**config.mk**
```make
export PLATFORM = sky130hd
export DESIGN_NAME = e203_exu_wbck_arb
export DESIGN_NICKNAME = d
export VERILOG_FILES = /design/src/rtl/e203_wbck_pkg.sv /design/src/rtl/e203_wbck_rr_arb.sv /design/src/rtl/e203_exu_wbck_arb.sv
export SDC_FILE = /design/constraint.sdc
export NUM_CORES = 1
export LEC_CHECK = 0
export ABC_CLOCK_PERIOD_IN_PS = 3200
export CORE_ASPECT_RATIO = 2
export CORE_MARGIN = 3
export CORE_UTILIZATION = 40
export CTS_BUF_LIST = sky130_fd_sc_hd__clkbuf_4
export CTS_CLUSTER_SIZE = 10
export DETAILED_ROUTE_END_ITERATION = 12
export PLACE_DENSITY = 0.84
export REMOVE_ABC_BUFFERS = 1
export SYNTH_ARGS = -nofsm -noshare
export SYNTH_HDL_FRONTEND = slang
export SYNTH_SLANG_ARGS = --single-unit
```
**constraint.sdc**
```tcl
create_clock -name clk -period 3.2 [get_ports clk]
set_input_delay 0.48 -clock clk [delete_from_list [all_inputs] [get_ports clk]]
set_output_delay 0.48 -clock clk [all_outputs]
set_load 0.05 [all_outputs]
```
**src/rtl/e203_wbck_pkg.sv**
```systemverilog
// Shared constants, payload bundle and helpers for the EXU write-back arbiter.
// Imported by e203_wbck_rr_arb and e203_exu_wbck_arb.
package e203_wbck_pkg;

    localparam int              WBCK_NCH        = 3;
    localparam int              WBCK_XLEN       = 32;
    localparam int              WBCK_RFIDX_W    = 5;
    localparam int              WBCK_FLAG_W     = 5;
    localparam logic [2:0]      WBCK_HIPRI_MASK = 3'b010;
    localparam int              WBCK_STARVE_MAX = 7;

    // Write-back payload at the default widths
    typedef struct packed {
        logic [WBCK_XLEN-1:0]    wdat;
        logic [WBCK_RFIDX_W-1:0] rdidx;
        logic                    rdfpu;
        logic [WBCK_FLAG_W-1:0]  flags;
    } wbck_pld_t;

    // Bits needed to count 0..smax
    function automatic int starve_cnt_w(input int smax);
        return $clog2(smax + 1);
    endfunction

endpackage

```
**src/rtl/e203_wbck_rr_arb.sv**
```systemverilog
// Masked round-robin picker: searches from rr_ptr upward with wrap,
// and moves the pointer past the winner when upd_i is set.
module e203_wbck_rr_arb
    import e203_wbck_pkg::*;
#(
    parameter int N = WBCK_NCH
) (
    input  logic         clk,
    input  logic         rst_n,
    input  logic [N-1:0] req_i,
    input  logic [N-1:0] mask_i,
    input  logic         upd_i,
    output logic [N-1:0] grant_o
);

    localparam int PW = (N > 1) ? $clog2(N) : 1;

    logic [PW-1:0] ptr_q, ptr_d;
    logic          found;
    int            idx;

    // First eligible requester at or after the pointer, wrapping
    always_comb begin
        grant_o = '0;
        found   = 1'b0;
        idx     = 0;
        for (int k = 0; k < N; k++) begin
            idx = int'(ptr_q) + k;
            if (idx >= N) idx = idx - N;
            if (!found && req_i[idx] && mask_i[idx]) begin
                grant_o[idx] = 1'b1;
                found        = 1'b1;
            end
        end
    end

    // Next pointer is one past the winner
    always_comb begin
        ptr_d = ptr_q;
        if (upd_i) begin
            for (int k = 0; k < N; k++) begin
                if (grant_o[k]) ptr_d = (k == N - 1) ? '0 : PW'(k + 1);
            end
        end
    end

    // Pointer register
    always_ff @(posedge clk or negedge rst_n) begin
        if (!rst_n) ptr_q <= '0;
        else        ptr_q <= ptr_d;
    end

endmodule

```
**src/rtl/e203_exu_wbck_arb.sv**
```systemverilog
// N-channel write-back arbiter: fixed-priority high class, round-robin
// low class with starvation guard, one-entry registered output stage.
// Optional FP regfile port enabled by defining E203_WBCK_FPU_EN.
module e203_exu_wbck_arb
    import e203_wbck_pkg::*;
#(
    parameter int             NCH        = WBCK_NCH,
    parameter int             XLEN       = WBCK_XLEN,
    parameter int             RFIDX_W    = WBCK_RFIDX_W,
    parameter int             FLAG_W     = WBCK_FLAG_W,
    parameter logic [NCH-1:0] HIPRI_MASK = NCH'(WBCK_HIPRI_MASK),
    parameter int             STARVE_MAX = WBCK_STARVE_MAX
) (
    input  logic                   clk,
    input  logic                   rst_n,
    input  logic [NCH-1:0]         wbck_i_valid,
    output logic [NCH-1:0]         wbck_i_ready,
    input  logic [NCH*XLEN-1:0]    wbck_i_wdat,
    input  logic [NCH*RFIDX_W-1:0] wbck_i_rdidx,
    input  logic [NCH-1:0]         wbck_i_rdfpu,
    input  logic [NCH*FLAG_W-1:0]  wbck_i_flags,
    input  logic                   rf_wbck_o_ready,
    output logic                   rf_wbck_o_ena,
    output logic [XLEN-1:0]        rf_wbck_o_wdat,
    output logic [RFIDX_W-1:0]     rf_wbck_o_rdidx,
`ifdef E203_WBCK_FPU_EN
    input  logic                   frf_wbck_o_ready,
    output logic                   frf_wbck_o_ena,
    output logic [XLEN-1:0]        frf_wbck_o_wdat,
    output logic [RFIDX_W-1:0]     frf_wbck_o_rdidx,
    output logic [FLAG_W-1:0]      frf_wbck_o_flags,
`endif
    output logic [NCH-1:0]         wbck_o_grant
);

    localparam int             SCW  = starve_cnt_w(STARVE_MAX);
    localparam logic [SCW-1:0] SMAX = SCW'(STARVE_MAX);

    logic [NCH-1:0]     hi_m, lo_m, vld_hi;
    logic [NCH-1:0]     hi_gnt, lo_gnt, gnt;
    logic               any_hi, any_lo, hi_found;
    logic               starve_hit, lo_win, hi_win;
    logic               drain, can_load, acc;

    logic               out_vld_q, out_vld_d;
    logic [XLEN-1:0]    out_wdat_q, out_wdat_d;
    logic [RFIDX_W-1:0] out_rdidx_q, out_rdidx_d;
    logic               out_rdfpu_q, out_rdfpu_d;
    logic [NCH-1:0]     out_grant_q, out_grant_d;
    logic [SCW-1:0]     starve_q, starve_d;

    logic [XLEN-1:0]    sel_wdat;
    logic [RFIDX_W-1:0] sel_rdidx;
    logic               sel_rdfpu;

    assign hi_m   = HIPRI_MASK;
    assign lo_m   = ~HIPRI_MASK;
    assign vld_hi = wbck_i_valid & hi_m;
    assign any_hi = |vld_hi;
    assign any_lo = |(wbck_i_valid & lo_m);

    // Lowest-index valid high-class channel
    always_comb begin
        hi_gnt   = '0;
        hi_found = 1'b0;
        for (int i = 0; i < NCH; i++) begin
            if (!hi_found && vld_hi[i]) begin
                hi_gnt[i] = 1'b1;
                hi_found  = 1'b1;
            end
        end
    end

    e203_wbck_rr_arb #(
        .N (NCH)
    ) u_lo_arb (
        .clk     (clk),
        .rst_n   (rst_n),
        .req_i   (wbck_i_valid),
        .mask_i  (lo_m),
        .upd_i   (acc & lo_win),
        .grant_o (lo_gnt)
    );

    assign starve_hit = (starve_q == SMAX) & any_lo;
    assign gnt        = (any_hi & ~starve_hit) ? hi_gnt : lo_gnt;
    assign lo_win     = |(gnt & lo_m);
    assign hi_win     = |(gnt & hi_m);

`ifdef E203_WBCK_FPU_EN
    logic [FLAG_W-1:0]  out_flags_q, out_flags_d;
    logic [FLAG_W-1:0]  sel_flags;
    assign drain = out_vld_q
                 & (out_rdfpu_q ? frf_wbck_o_ready : rf_wbck_o_ready);
`else
    logic unused_flags;
    assign unused_flags = ^wbck_i_flags;
    // FP entries have no sink and leave the stage unconditionally
    assign drain = out_vld_q & (out_rdfpu_q | rf_wbck_o_ready);
`endif

    assign can_load     = ~out_vld_q | drain;
    assign wbck_i_ready = gnt & {NCH{can_load}};
    assign acc          = |wbck_i_ready;

    // Payload of the granted channel
    always_comb begin
        sel_wdat  = '0;
        sel_rdidx = '0;
        sel_rdfpu = 1'b0;
`ifdef E203_WBCK_FPU_EN
        sel_flags = '0;
`endif
        for (int i = 0; i < NCH; i++) begin
            if (gnt[i]) begin
                sel_wdat  = wbck_i_wdat[i*XLEN +: XLEN];
                sel_rdidx = wbck_i_rdidx[i*RFIDX_W +: RFIDX_W];
                sel_rdfpu = wbck_i_rdfpu[i];
`ifdef E203_WBCK_FPU_EN
                sel_flags = wbck_i_flags[i*FLAG_W +: FLAG_W];
`endif
            end
        end
    end

    // Output stage and starvation counter next state
    always_comb begin
        out_vld_d   = out_vld_q;
        out_wdat_d  = out_wdat_q;
        out_rdidx_d = out_rdidx_q;
        out_rdfpu_d = out_rdfpu_q;
        out_grant_d = out_grant_q;
`ifdef E203_WBCK_FPU_EN
        out_flags_d = out_flags_q;
`endif
        starve_d    = starve_q;
        if (acc) begin
            out_vld_d   = 1'b1;
            out_wdat_d  = sel_wdat;
            out_rdidx_d = sel_rdidx;
            out_rdfpu_d = sel_rdfpu;
            out_grant_d = gnt;
`ifdef E203_WBCK_FPU_EN
            out_flags_d = sel_flags;
`endif
        end else if (drain) begin
            out_vld_d   = 1'b0;
            out_grant_d = '0;
        end
        if (can_load) begin
            if (lo_win || !any_lo) begin
                starve_d = '0;
            end else if (hi_win && starve_q != SMAX) begin
                starve_d = starve_q + SCW'(1);
            end
        end
    end

    // State registers
    always_ff @(posedge clk or negedge rst_n) begin
        if (!rst_n) begin
            out_vld_q   <= 1'b0;
            out_wdat_q  <= '0;
            out_rdidx_q <= '0;
            out_rdfpu_q <= 1'b0;
            out_grant_q <= '0;
`ifdef E203_WBCK_FPU_EN
            out_flags_q <= '0;
`endif
            starve_q    <= '0;
        end else begin
            out_vld_q   <= out_vld_d;
            out_wdat_q  <= out_wdat_d;
            out_rdidx_q <= out_rdidx_d;
            out_rdfpu_q <= out_rdfpu_d;
            out_grant_q <= out_grant_d;
`ifdef E203_WBCK_FPU_EN
            out_flags_q <= out_flags_d;
`endif
            starve_q    <= starve_d;
        end
    end

    assign rf_wbck_o_ena   = out_vld_q & ~out_rdfpu_q;
    assign rf_wbck_o_wdat  = out_wdat_q;
    assign rf_wbck_o_rdidx = out_rdidx_q;
    assign wbck_o_grant    = out_grant_q;

`ifdef E203_WBCK_FPU_EN
    assign frf_wbck_o_ena   = out_vld_q & out_rdfpu_q;
    assign frf_wbck_o_wdat  = out_wdat_q;
    assign frf_wbck_o_rdidx = out_rdidx_q;
    assign frf_wbck_o_flags = out_flags_q;
`endif

endmodule

```
==> results <==
==> cells in the final DEF, fill, tap and decap left out, types with 4 or more instances in the layout <==
cell               n
dfrtp_1           47
and3_1            38
buf_4             26
o32ai_1           37
a221oi_1          38
nor2_1             4
o21ai_0           40
inv_1             44
clkbuf_4           5
clkdlybuf4s50_1  159
nand2_1            9
ha_1               5
==> report_power, final <==
group,switching [mW],internal (mW)
combinational,2.21,1.32
clock,0.196,0.161
sequential,0.161,0.876
==> cells by family after synthesis <==
logic type	share of synthesized area
AOI/OAI and AO/OA	0.347
buffers and inverters	0.110
DFF	0.376
adders and majority gates	0.0240
and+or+nand+nor	0.125
muxes	0.0188
==> registers in the layout (all words and copies together), names as in the netlist <==
register	flops
wbck_o_grant	3
u_lo_arb.ptr_q	2
out_vld_q	1
rf_wbck_o_rdidx	5
rf_wbck_o_wdat	32
starve_q	3
out_rdfpu_q	1
==> per-layer routing <==
layer | up-vias | share of wire | track usage
met4 | 0 | 0.056 | 0.158
met3 | 48 | 0.054 | 0.0359
met2 | 195 | 0.55 | 0.478
met5 | - | 0 | 0
li1 | 1668 | - | -
met1 | 1746 | 0.34 | 0.288
==> cell usage after synthesis (2+ instances only) <==
| cell type | count |
|---|---|
| o22ai_1 | 3 |
| a21oi_1 | 3 |
| o32ai_1 | 37 |
| o2bb2ai_1 | 2 |
| inv_1 | 44 |
| clkbuf_1 | 23 |
| o21ai_1 | 2 |
| o21ai_0 | 40 |
| a31oi_1 | 2 |
| mux2_2 | 2 |
| dfrtp_1 | 47 |
| a21o_1 | 2 |
| buf_4 | 3 |
| a211oi_1 | 3 |
| ha_1 | 6 |
| nor2b_1 | 2 |
| nor2_1 | 5 |
| nand2_1 | 9 |
| a221oi_1 | 38 |
| buf_2 | 11 |
| and3_1 | 38 |
| and4b_1 | 2 |
| and2_1 | 2 |
==> per-stage QoR <==
| stage | setup slack [ns] | utilization | instance area, µm² | std cells |
|---|---|---|---|---|
| 3_5_place_dp | 0.173 | 0.652 | 4950 | 594 |
| 6_report | 0.171 | 0.663 | 5040 | 603 |
| 5_1_grt | 0.0164 | 0.663 | 5040 | 603 |
| 2_1_floorplan | -1.72 | - | 2950 | 311 |
| 3_3_place_gp | 0.283 | 0.652 | 4950 | 594 |
| 4_1_cts | 0.0515 | 0.662 | 5030 | 602 |
==> layout make-up <==
| class | instances | area share |
|---|---|---|
| Antenna cell | 1 | 0.000497 |
| Clock buffer | 5 | 0.00745 |
| Clock inverter | 3 | 0.00770 |
| Inverter | 44 | 0.0328 |
| Multi-Input combinational cell | 220 | 0.327 |
| Sequential cell | 47 | 0.233 |
| Tap cell | 94 | 0.0233 |
| Timing Repair Buffer | 189 | 0.368 |
==> worst reg2reg max path: stages, from the launching register on <==
cell and delay [ns]:
dfrtp_1 0.43, inv_1 0.08, ha_1 0.36, nand4bb_1 0.23
a2111o_1 0.46, buf_4 0.21, nand2_1 0.09, buf_4 0.24
nor3_4 0.08, buf_12 0.17, o32ai_1 0.34
==> final timing paths <==
check | start | endpoint | slack, ns | depth (start not counted)
worst max-delay path | u_lo_arb.ptr_q[1] | wbck_i_ready[0] | 0.17 | 7
worst min-delay path | rst_n | wbck_o_grant[0] | 0.09 | 1
worst max register to register | u_lo_arb.ptr_q[0] | rf_wbck_o_wdat[7] | 0.39 | 10
worst min register to register | wbck_o_grant[0] | wbck_o_grant[0] | 0.49 | 1
max in group asynchronous | rst_n | rf_wbck_o_wdat[15] | 2.37 | 2
min in group clk | wbck_o_grant[0] | wbck_o_grant[0] | 0.49 | 1
==> results.md <==
* Footprint of the multi-input gates at 1650 µm²
* CP Capture Type: output pin
* Resized cells post-CTS at 0
* Critical Path Max Stage Delay at 0.43 ns
* Top cell type's share of synthesized area at 0.376
* H-tree depth at 2
* Die Y at 131 µm
* Buffers & Inverters on Critical Path at 2
* Placer congestion estimate at 0.862
* Clock transition time at the flip-flop clock pins of the worst setup and hold paths at 0.14 ns
* Die X at 68.6 µm
* Cell taking the most area after synthesis: dfrtp_1
* CTS sink count at 47
* Final worst path period need at 3.03 ns
* Final period utilization at 0.947
* Max_cap viols at 0
* WP data arrival at 2.55 ns
* Clk_lat worst skew at 0.36 ns
* Worst vdd ir at 0.668 mV
* Final nets at 648
* Number of buffers created by CTS at 5
* Congestion Overflow GR at 0
* Number of synthesized flops with an enable pin at 0
* Share of cells above drive strength 1 at 0.0945
* Final Power at 4.92 mW
* Synth cell types at 47
* Unrepaired setup endpoints after global routing: no
* Status: finished, final reports clean
* CP startpoint kind: flip-flop
* Pwr Density at 977 nW/µm²
* Fin. Hold Viols at 0
* Syn_area_per_cell at 8.94 µm²
* Crit Path Class: reg2out
* Layout area overhead at 61.0%
* CP top delay family: multiplexers
* Filler cells at 641
* Hold/Removal Path Class: in2async
* Row cnt at 45
* Detail-routed via count per cell at 6.06
* FMAX at 330 MHz
* GRT Util Overall at 0.271
* Initial DRT Pass Iterations at 4
* Full die area at 8990 µm²
* Maximum buffer depth of the clock tree at 2
* # hold bufs at CTS at 0
* Antenna-violating nets left at 0
* Number of max-slew violations in the final report at 0
* CTS tree: done
* Vias at 3657
* Synthesized instance count at 350
* Async S/R FF share, synth at 1.00
* Post-Route WL at 11.9 mm
* Routed length per instance at 19.8 µm
* I/O pins at 179
* Leakage at 2.13 nW
* # DRC at 0
* Slew margin rel. at 0.560
* WHS at 0.0923 ns
* Post-Syn Area at 3130 µm²
* Maximum net fanout on the critical path at 8
* First-pass GRT wire length at 18.7 mm
* Setup violation total in the final timing report at 0
* Initial antenna violation count at 1
* CTS root buf: clkbuf_4
* DP HPWL at 8.99 mm
* Seq/Total Area, Yosys at 0.376
* Slowest cell on the critical path: dfrtp_1
* Required @ worst endpoint at 2.72 ns
* Setup repair bufs after CTS at 0
* Ys flop type: dfrtp_1
* Clock Skew at 0.0120 ns
* DR iter-0 viols at 239
* Core area at 7600 µm²
* Largest net degree at the start of global routing at 39
* # port buffers at 163
* Critical path, cell by cell: inv_1 -> ha_2 -> mux2_4 -> mux2_2 -> a211o_2 -> and2_1 -> buf_12
* Top cells by area, synth: dfrtp_1, a221oi_1, o32ai_1
* Starting density of the core at 0.412
* Slew @ Worst Pin at 0.660 ns
* Number of global-route vias before repair at 3788
* FF+latch count, synth at 47
* Yosys warns at 0
* Setup TNS at 0 ns
* FF+latch area at 1180 µm²
(Power assumes the default switching activity.)
